==> src/rtl/peri_pkg.sv <==
// peri_pkg: shared register offsets and bit positions for the MEM-stage peripheral bus
package peri_pkg;
  localparam logic [7:0] OFF_TH     = 8'h00;
  localparam logic [7:0] OFF_TL     = 8'h04;
  localparam logic [7:0] OFF_TCON   = 8'h08;
  localparam logic [7:0] OFF_LED    = 8'h0C;
  localparam logic [7:0] OFF_SWITCH = 8'h10;
  localparam logic [7:0] OFF_DIGI   = 8'h14;
  localparam logic [7:0] OFF_TXD    = 8'h18;
  localparam logic [7:0] OFF_RXD    = 8'h1C;
  localparam logic [7:0] OFF_UCON   = 8'h20;
  localparam int TCON_EN  = 0;
  localparam int TCON_IE  = 1;
  localparam int TCON_IRQ = 2;
  localparam int UCON_TX_READY = 2;
  localparam int UCON_RX_READY = 3;
endpackage

==> src/rtl/peri_timer.sv <==
// peri_timer: TH/TL/TCON timer with reload on overflow and a sticky interrupt flag
module peri_timer
  import peri_pkg::*;
(
  input  logic        clk,
  input  logic        reset,
  input  logic        wrTh,
  input  logic        wrTl,
  input  logic        wrTcon,
  input  logic [31:0] wrData,
  output logic [31:0] th,
  output logic [31:0] tl,
  output logic [2:0]  tcon,
  output logic        irq
);
  logic overflow;
  assign overflow = tcon[TCON_EN] && (tl == 32'hFFFF_FFFF);
  assign irq = tcon[TCON_IE] & tcon[TCON_IRQ];
  // software writes win over counting; the overflow flag is ORed on top of a TCON write
  always_ff @(posedge clk or negedge reset) begin
    if (!reset) begin
      th   <= '0;
      tl   <= '0;
      tcon <= '0;
    end else begin
      if (wrTh) th <= wrData;
      if (wrTl) tl <= wrData;
      else if (tcon[TCON_EN]) tl <= overflow ? th : tl + 32'd1;
      tcon <= (wrTcon ? wrData[2:0] : tcon) | {overflow & tcon[TCON_IE], 2'b00};
    end
  end
endmodule

==> src/rtl/mem_peripheral_bus.sv <==
// mem_peripheral_bus: MEM-stage decode for timer, LEDs, switches, 7-seg and UART registers
module mem_peripheral_bus
  import peri_pkg::*;
#(
  parameter logic [31:0] BASE_ADDR = 32'h4000_0000,
  parameter int          LED_W     = 8,
  parameter int          SW_W      = 8
) (
  input  logic             clk,
  input  logic             reset,
  input  logic [31:0]      addr,
  input  logic [31:0]      wr_data,
  input  logic             mem_wr,
  input  logic             mem_rd,
  output logic [31:0]      peri_rddata,
  output logic [31:0]      uart_data,
  output logic [LED_W-1:0] led,
  input  logic [SW_W-1:0]  switch,
  output logic [11:0]      digi,
  output logic             irq,
  output logic [7:0]       tx_data,
  output logic             tx_start,
  input  logic             tx_busy,
  input  logic [7:0]       rx_data,
  input  logic             rx_valid
);
  logic            inWindow;
  logic [7:0]      offset;
  logic [31:0]     th, tl;
  logic [2:0]      tcon;
  logic [SW_W-1:0] swMeta, swSync;
  logic [7:0]      rxd;
  logic            rxReady;
  assign inWindow  = addr[31:8] == BASE_ADDR[31:8];
  assign offset    = addr[7:0] & 8'hFC;
  assign uart_data = {24'b0, rxd};
  peri_timer uTimer (
    .clk    (clk),
    .reset  (reset),
    .wrTh   (mem_wr && inWindow && offset == OFF_TH),
    .wrTl   (mem_wr && inWindow && offset == OFF_TL),
    .wrTcon (mem_wr && inWindow && offset == OFF_TCON),
    .wrData (wr_data),
    .th     (th),
    .tl     (tl),
    .tcon   (tcon),
    .irq    (irq)
  );
  // two-flop synchroniser for the asynchronous board switches
  always_ff @(posedge clk or negedge reset) begin
    if (!reset) begin
      swMeta <= '0;
      swSync <= '0;
    end else begin
      swMeta <= switch;
      swSync <= swMeta;
    end
  end
  // LED and 7-seg output registers
  always_ff @(posedge clk or negedge reset) begin
    if (!reset) begin
      led  <= '0;
      digi <= '0;
    end else begin
      if (mem_wr && inWindow && offset == OFF_LED) led <= wr_data[LED_W-1:0];
      if (mem_wr && inWindow && offset == OFF_DIGI) digi <= wr_data[11:0];
    end
  end
  // TXD accepts a byte only when the transmitter is idle and pulses tx_start the next cycle
  always_ff @(posedge clk or negedge reset) begin
    if (!reset) begin
      tx_data  <= '0;
      tx_start <= 1'b0;
    end else begin
      tx_start <= mem_wr && inWindow && offset == OFF_TXD && !tx_busy;
      if (mem_wr && inWindow && offset == OFF_TXD && !tx_busy) tx_data <= wr_data[7:0];
    end
  end
  // a new byte always sets rx_ready, even when it coincides with the RXD load that clears it
  always_ff @(posedge clk or negedge reset) begin
    if (!reset) begin
      rxd     <= '0;
      rxReady <= 1'b0;
    end else if (rx_valid) begin
      rxd     <= rx_data;
      rxReady <= 1'b1;
    end else if (mem_rd && inWindow && offset == OFF_RXD) begin
      rxReady <= 1'b0;
    end
  end
  // combinational read mux; unmapped or out-of-window addresses read 0
  always_comb begin
    peri_rddata = '0;
    if (inWindow) begin
      case (offset)
        OFF_TH:     peri_rddata = th;
        OFF_TL:     peri_rddata = tl;
        OFF_TCON:   peri_rddata = {29'b0, tcon};
        OFF_LED:    peri_rddata = 32'(led);
        OFF_SWITCH: peri_rddata = 32'(swSync);
        OFF_DIGI:   peri_rddata = {20'b0, digi};
        OFF_RXD:    peri_rddata = {24'b0, rxd};
        OFF_UCON:   peri_rddata = {28'b0, rxReady, ~tx_busy, 2'b00};
        default:    peri_rddata = '0;
      endcase
    end
  end
endmodule
==> config.mk <==
export PLATFORM = sky130hd
export DESIGN_NAME = mem_peripheral_bus
export DESIGN_NICKNAME = d
export VERILOG_FILES = /design/src/rtl/peri_pkg.sv /design/src/rtl/peri_timer.sv /design/src/rtl/mem_peripheral_bus.sv
export SDC_FILE = /design/constraint.sdc
export NUM_CORES = 1
export LEC_CHECK = 0
export CORE_ASPECT_RATIO = 2
export CORE_MARGIN = 5
export CORE_UTILIZATION = 53
export DETAILED_ROUTE_END_ITERATION = 7
export GPL_TIMING_DRIVEN = 0
export PLACE_DENSITY_LB_ADDON = 0.08
export SYNTH_ARGS = -nofsm -noshare
export SYNTH_HDL_FRONTEND = slang
export SYNTH_SLANG_ARGS = --single-unit
export TNS_END_PERCENT = 5
==> constraint.sdc <==
create_clock -name clk -period 6 [get_ports clk]
set_input_delay 1.2 -clock clk [delete_from_list [all_inputs] [get_ports clk]]
set_output_delay 1.2 -clock clk [all_outputs]
set_load 0.02 [all_outputs]
## Word level (Yosys, flattened, before mapping)

Index checks and enable logic that the tools add are counted.

- Flip-flop bits (word level): 121
- Input port bits: 86
- Output and inout bits: 94
- Word-level logic and storage cells: 49

- Add/subtract/negate cells: 1
- Equal/unequal tests: 10
- Multiplexer cells: 8
- Bitwise operators: 4
- Reductions and logical operators: 15

Operators with widths:

| cell | number |
|---|---|
| $pmux W32 S8 | 1 |
| $mux W32 | 4 |
| $add A32 B1 Y32 const B | 1 |
| $eq A32 B32 Y1 const B | 1 |
| $eq A24 B23 Y1 const B | 1 |
| $eq A6 B3 Y1 const B | 4 |
| $eq A6 B2 Y1 const B | 2 |
| $logic_and A1 B1 Y1 | 11 |
| $logic_not A8 Y1 | 1 |
| $eq A6 B1 Y1 const B | 1 |
| $eq A6 B4 Y1 const B | 1 |
| $reduce_bool A2 Y1 | 2 |
| $mux W3 | 1 |
| $or A3 B3 Y3 | 1 |
| $and A1 B1 Y1 | 2 |
| $mux W1 | 2 |
| $logic_not A1 Y1 | 1 |
| $not A1 Y1 | 1 |

## Depth between registers and ports, before layout

- Word-level depth: 5
- Depth in mapped cells: 9
- Gate-level depth less buffers: 7

## Modules after synthesis

From an unflattened synthesis, not the netlist that was laid out.

- Cell total of the unflattened synthesis: 624
- Area, all modules: 6974.2 um^2

By module, submodules not included:

| module | instances | cells each | area each (um^2) | sequential area each (um^2) |
|---|---|---|---|---|
| peri_timer | 1 | 341 | 3602.2 | 1676.6 |
| mem_peripheral_bus | 1 | 283 | 3372.0 | 1351.3 |

## Worst setup path before layout

OpenSTA, ideal clock, no wires.

- Kind: input-to-output
- Start point: input addr[5]
- End point: output peri_rddata[15]
- Arrival: 2990 ps
- Required time: 4800 ps
- Path slack: 1810 ps
- Stages on the path: 6
- Buffers on the path: 2
- Cell sequence: buf_2 -> or4_4 -> nor3b_4 -> clkbuf_1 -> a22oi_1 -> nor2_1

- Word-level cells in the longest chain between the ends: 3
- Elaborated cells between the ends (all ways): 10
- Those cells by class: eq/ne: 7; mux: 2; reduce/logical: 1

RTL lines:

| item | RTL line | text |
|---|---|---|
| start, declared | mem_peripheral_bus.sv:11 | `input logic [31:0] addr,` |
| $eq A6 B4 Y1 (tied with other cells) | mem_peripheral_bus.sv:95 | `case (offset)` |
| $pmux W32 S8 * | mem_peripheral_bus.sv:95 |  |
| $mux W32 * | mem_peripheral_bus.sv:94 | `if (inWindow) begin` |
| end, declared | mem_peripheral_bus.sv:15 | `output logic [31:0] peri_rddata,` |

Every way passes the cells marked *; elsewhere a longest branch is shown, timed or not.

## Worst setup path in the final report

- Start point: input addr[4]
- End point: output peri_rddata[1]

Same word-level chain as after synthesis.

==> summary.txt <==
Synth
  – Mean cell area of the mapped netlist: 10.2 µm²
  – Post-synth cell types: 64
  – Post-synth EDFFs: 0
  – Post-synthesis instance area: 6650 µm²
  – Seq/Total Area, Yosys: 0.456
  – Leading register cell type out of synthesis: sky130_fd_sc_hd__dfrtp_1
  – Share of flip-flops with an asynchronous set or reset: 1.00
  – Flops & latches, synth: 121
  – Mapped Cells: 651
  – Number of warnings printed during yosys synthesis: 0
  – Most area-hungry cell type in the Yosys netlist: sky130_fd_sc_hd__dfrtp_1
  – Post-synth top area share: 0.456
  – Most area-consuming cells after synthesis: sky130_fd_sc_hd__dfrtp_1 (46%), sky130_fd_sc_hd__mux2_2 (12%), sky130_fd_sc_hd__a21oi_1 (3.0%), sky130_fd_sc_hd__buf_4 (2.9%), sky130_fd_sc_hd__nor2_1 (2.8%)

Placement
  – Total of buffers placed on input and output ports: 151
  – Sum of net half-perimeters after detailed placement: 15,200 µm
  – GP Congestion: 0.905
  – Worst slack after detailed placement: 0.468 ns

Setup path
  – Critical path start-end classification: input pin to output pin
  – Sequence of cells on the critical path: clkdlybuf4s50_1 > or3_1 > or3_1 > nor2_1 > clkbuf_1 > a221oi_1 > a21oi_1 > clkdlybuf4s50_1
  – FF-to-FF path depth: 8
  – Slowest stage cell on the critical path: sky130_fd_sc_hd__clkdlybuf4s50_1
  – Reg2reg start: uTimer.tl[24]$_DFFE_PN0P_
  – Startpoint class of the critical path: input pin
  – Arrival time of the worst setup path: 4.45 ns
  – Critical R2R Capture: uTimer.tl[2]$_DFFE_PN0P_
  – Maximum net fanout on the critical path: 10
  – CP endpoint kind: output pin
  – Biggest cell delay along the critical path: 0.63 ns
  – Reg-to-reg setup timing slack: 3.09 ns
  – Required time of the worst setup path: 4.80 ns

Die
  – Starting density of the core: 0.535
  – Area enclosed by the die boundary: 15,000 µm²
  – Die Width: 89.2 µm
  – Number of standard-cell rows in the floorplan: 58
  – Chip Height: 168 µm
  – Area inside the core boundary: 12,400 µm²
  – Ports placed on the boundary: 180

Timing
  – Shortest clock period the worst path allows after layout: 5.65 ns
  – Worst setup skew after layout: 0.00863 ns
  – Post-route clock period utilization: 0.942
  – Number of endpoints failing setup at the final stage: 0
  – Final number of max-transition violations: 0
  – Slew @ Worst Pin: 0.856 ns
  – Worst max-slew margin expressed relative to the limit: 0.425
  – Total Neg Setup Slack: 0 ns
  – Setup repair after global routing missed its margin: false
  – Smallest setup slack after layout: 0.350 ns
  – Fmax achieved: 177 MHz
  – Hold Violations, Final: 0

GRT
  – First-pass GRT wire length: 33,200 µm
  – Vias in the first global route: 6,198
  – Overflow left after global routing: 0
  – Initial antenna violation count: 0
  – Pin count of the biggest net entering global routing: 78
  – Total global routing track utilization: 0.291

Route
  – Violation count after the first detailed-route iteration: 473
  – DRT Pass-1 Iters: 5
  – Routed vias/inst: 6.08
  – Residual DRC: 0
  – Routed vias: 6,125
  – Number of routed nets with antenna violations: 0
  – Routed wire length: 21,400 µm
  – WL/cell: 21.2 µm

Clocking
  – Clock insertion delay at the later pin of the skew report: 0.42 ns
  – Postcts setup bufs: 0
  – Total clock sinks: 121
  – Clock tree from TritonCTS: built
  – Maximum buffer depth of the clock tree: 2
  – Cts bufs inserted: 17
  – Cts repair resizes: 0
  – Hold-fix buffers, CTS: 0
  – Reg clk slew, reported paths: 0.06 ns
  – Cell at the root of the clock tree: sky130_fd_sc_hd__clkbuf_16
  – Level count of the clock H-tree: 4

Power
  – Pwr dens: 219 nW/µm²
  – VDD IR-drop max: 0.216 mV
  – Static Leak: 3.87 nW
  – Share of total power in combinational logic: 0.077
  – Power share of the clock group: 0.501
  – Reported net switching power: 475 µW
  – Internal portion of total power: 1.50 mW
  – Sw Share: 0.240
  – Sequential group share of total power: 0.421

Min path
  – Beginning of the worst hold path: swMeta[5]$_DFF_PN0_
  – Worst Hold Endpoint: swSync[5]$_DFF_PN0_
  – Class of the tightest hold or removal check: flip-flop to flip-flop
  – Hold-critical path depth: 0

Cells and area
  – Count of antenna diodes in the layout: 0
  – Post-layout nets: 932
  – Share of post-route cells with drive strength above 1: 0.192
  – Final Util: 0.728
  – Layout Area Growth over Synthesis: 35.9%

Flow run
  – Max-cap violation count: 0

Run status
  – Run status: complete, no violations
-- layout make-up --
type	instances	area, µm²
flip-flops and latches	121	3030
multi-input cells	481	3310
clock buffers	20	457
repair buffers	152	1540
inverters	7	26.3
plain buffers	65	369
clock inverters	12	116
well taps	150	188
fillers	934	3380
-- metal layers --
layer,wire length (µm),global-route usage,vias up,part of all wire
li1,-,-,2744,-
met1,7840,0.360,2968,0.37
met2,10900,0.475,345,0.51
met3,1790,0.0558,68,0.084
met4,889,0.143,0,0.042
met5,0,0,-,0
-- power by group through the flow --
| stage | Clock, mW | Sequential [mW] | Combinational, mW |
|---|---|---|---|
| finish | 0.992 | 0.833 | 0.153 |
| global route | 1.04 | 0.834 | 0.164 |
| CTS | 0.999 | 0.833 | 0.153 |
| detailed placement | 0 | 0.848 | 0.152 |
| global placement | 0 | 0.848 | 0.148 |
| floorplan | 0 | 0.853 | 0.0470 |
-- worst max-delay path, delay by kind of cell --
kind	cells	cell delay [ns]
compound gates	2	0.45
buf+inv	3	1.69
simple gates	3	1.10
-- metrics by stage --
stage / std cells / instance area (µm²) / power, mW / hold WS (ns)
2_1_floorplan: 674 / 6730 / 0.900 / 0.331
3_3_place_gp: 975 / 8430 / 0.996 / 0.333
3_5_place_dp: 976 / 8460 / 1.00 / 0.337
4_1_cts: 1008 / 9030 / 1.99 / 0.350
5_1_grt: 1008 / 9030 / 2.04 / 0.359
6_report: 1008 / 9030 / 1.98 / 0.349
-- layout by cell type, fill, tap and decap left out, types with 5 or more instances in the layout --
master and instances:
sky130_fd_sc_hd__clkbuf_16 17, sky130_fd_sc_hd__xor2_1 9, sky130_fd_sc_hd__dfrtp_1 121, sky130_fd_sc_hd__a22oi_1 22, sky130_fd_sc_hd__buf_4 26, sky130_fd_sc_hd__a21oi_1 40, sky130_fd_sc_hd__xnor2_1 8, sky130_fd_sc_hd__nand3_1 23
sky130_fd_sc_hd__buf_2 14, sky130_fd_sc_hd__o21ai_0 30, sky130_fd_sc_hd__nor2_1 50, sky130_fd_sc_hd__or3_1 8, sky130_fd_sc_hd__and4_1 9, sky130_fd_sc_hd__nand2_1 41, sky130_fd_sc_hd__a22o_1 8, sky130_fd_sc_hd__clkdlybuf4s50_1 150
sky130_fd_sc_hd__nor4_1 7, sky130_fd_sc_hd__nor3_1 11, sky130_fd_sc_hd__mux2_2 71, sky130_fd_sc_hd__and3_1 5, sky130_fd_sc_hd__conb_1 24, sky130_fd_sc_hd__clkbuf_1 22, sky130_fd_sc_hd__nand4_1 13, sky130_fd_sc_hd__a221oi_1 8
sky130_fd_sc_hd__nor3b_1 11, sky130_fd_sc_hd__inv_1 7, sky130_fd_sc_hd__mux2i_1 18
-- Yosys cell counts, types with 2 or more instances --
cell type	number
sky130_fd_sc_hd__a41oi_1	3
sky130_fd_sc_hd__buf_4	26
sky130_fd_sc_hd__a32oi_1	4
sky130_fd_sc_hd__and3_1	5
sky130_fd_sc_hd__xnor2_1	8
sky130_fd_sc_hd__o22ai_1	3
sky130_fd_sc_hd__nand4_1	13
sky130_fd_sc_hd__clkbuf_1	21
sky130_fd_sc_hd__mux2i_1	18
sky130_fd_sc_hd__nor2b_1	2
sky130_fd_sc_hd__inv_1	7
sky130_fd_sc_hd__nor4_1	7
sky130_fd_sc_hd__a22oi_1	22
sky130_fd_sc_hd__nor3_1	11
sky130_fd_sc_hd__o221ai_1	2
sky130_fd_sc_hd__and4_1	9
sky130_fd_sc_hd__nand2_1	41
sky130_fd_sc_hd__or4_1	2
sky130_fd_sc_hd__buf_2	14
sky130_fd_sc_hd__nand3_1	23
sky130_fd_sc_hd__or3_1	8
sky130_fd_sc_hd__a21o_1	4
sky130_fd_sc_hd__a22o_1	8
sky130_fd_sc_hd__a221oi_1	8
sky130_fd_sc_hd__a31o_2	2
sky130_fd_sc_hd__and2_1	4
sky130_fd_sc_hd__dfrtp_1	121
sky130_fd_sc_hd__a31oi_1	3
sky130_fd_sc_hd__or4_4	2
sky130_fd_sc_hd__xor2_1	9
sky130_fd_sc_hd__o21ai_0	30
sky130_fd_sc_hd__nor2_1	50
sky130_fd_sc_hd__or2_2	3
sky130_fd_sc_hd__o21ai_1	3
sky130_fd_sc_hd__o31ai_1	4
sky130_fd_sc_hd__nor3b_1	11
sky130_fd_sc_hd__mux2_2	71
sky130_fd_sc_hd__clkbuf_2	2
sky130_fd_sc_hd__nor4b_1	2
sky130_fd_sc_hd__a21oi_1	40
sky130_fd_sc_hd__a211oi_1	2
-- flip-flops by register name (all words and copies together) (netlist names) --
name	cells
uTimer.th	32
tx_start	1
digi	12
tx_data	8
uTimer.tcon	3
led	8
swSync	8
rxReady	1
rxd	8
swMeta	8
uTimer.tl	32
-- how the worst max path moves through the flow --
stage | start | endpoint | slack [ns] | cells past startpoint
2_1_floorplan | addr[5] | peri_rddata[15] | 1.81 | 6
3_3_place_gp | reset | uTimer.th[16]$_DFFE_PN0P_ | -1.04 | 1
3_5_place_dp | addr[4] | peri_rddata[6] | 0.47 | 8
4_1_cts | addr[4] | peri_rddata[0] | 0.46 | 8
5_1_grt | addr[4] | peri_rddata[1] | 0.33 | 8
6_report | addr[4] | peri_rddata[1] | 0.35 | 8
-- cell families after synthesis --
family	share of synthesized area
AOI/OAI and AO/OA	0.139
DFF	0.456
muxes	0.149
and+or+nand+nor	0.172
adders and majority gates	0.00188
xor gates and xnor gates	0.0224
other	0.000564
buffers and inverters	0.0595
(Power assumes the default switching activity.)
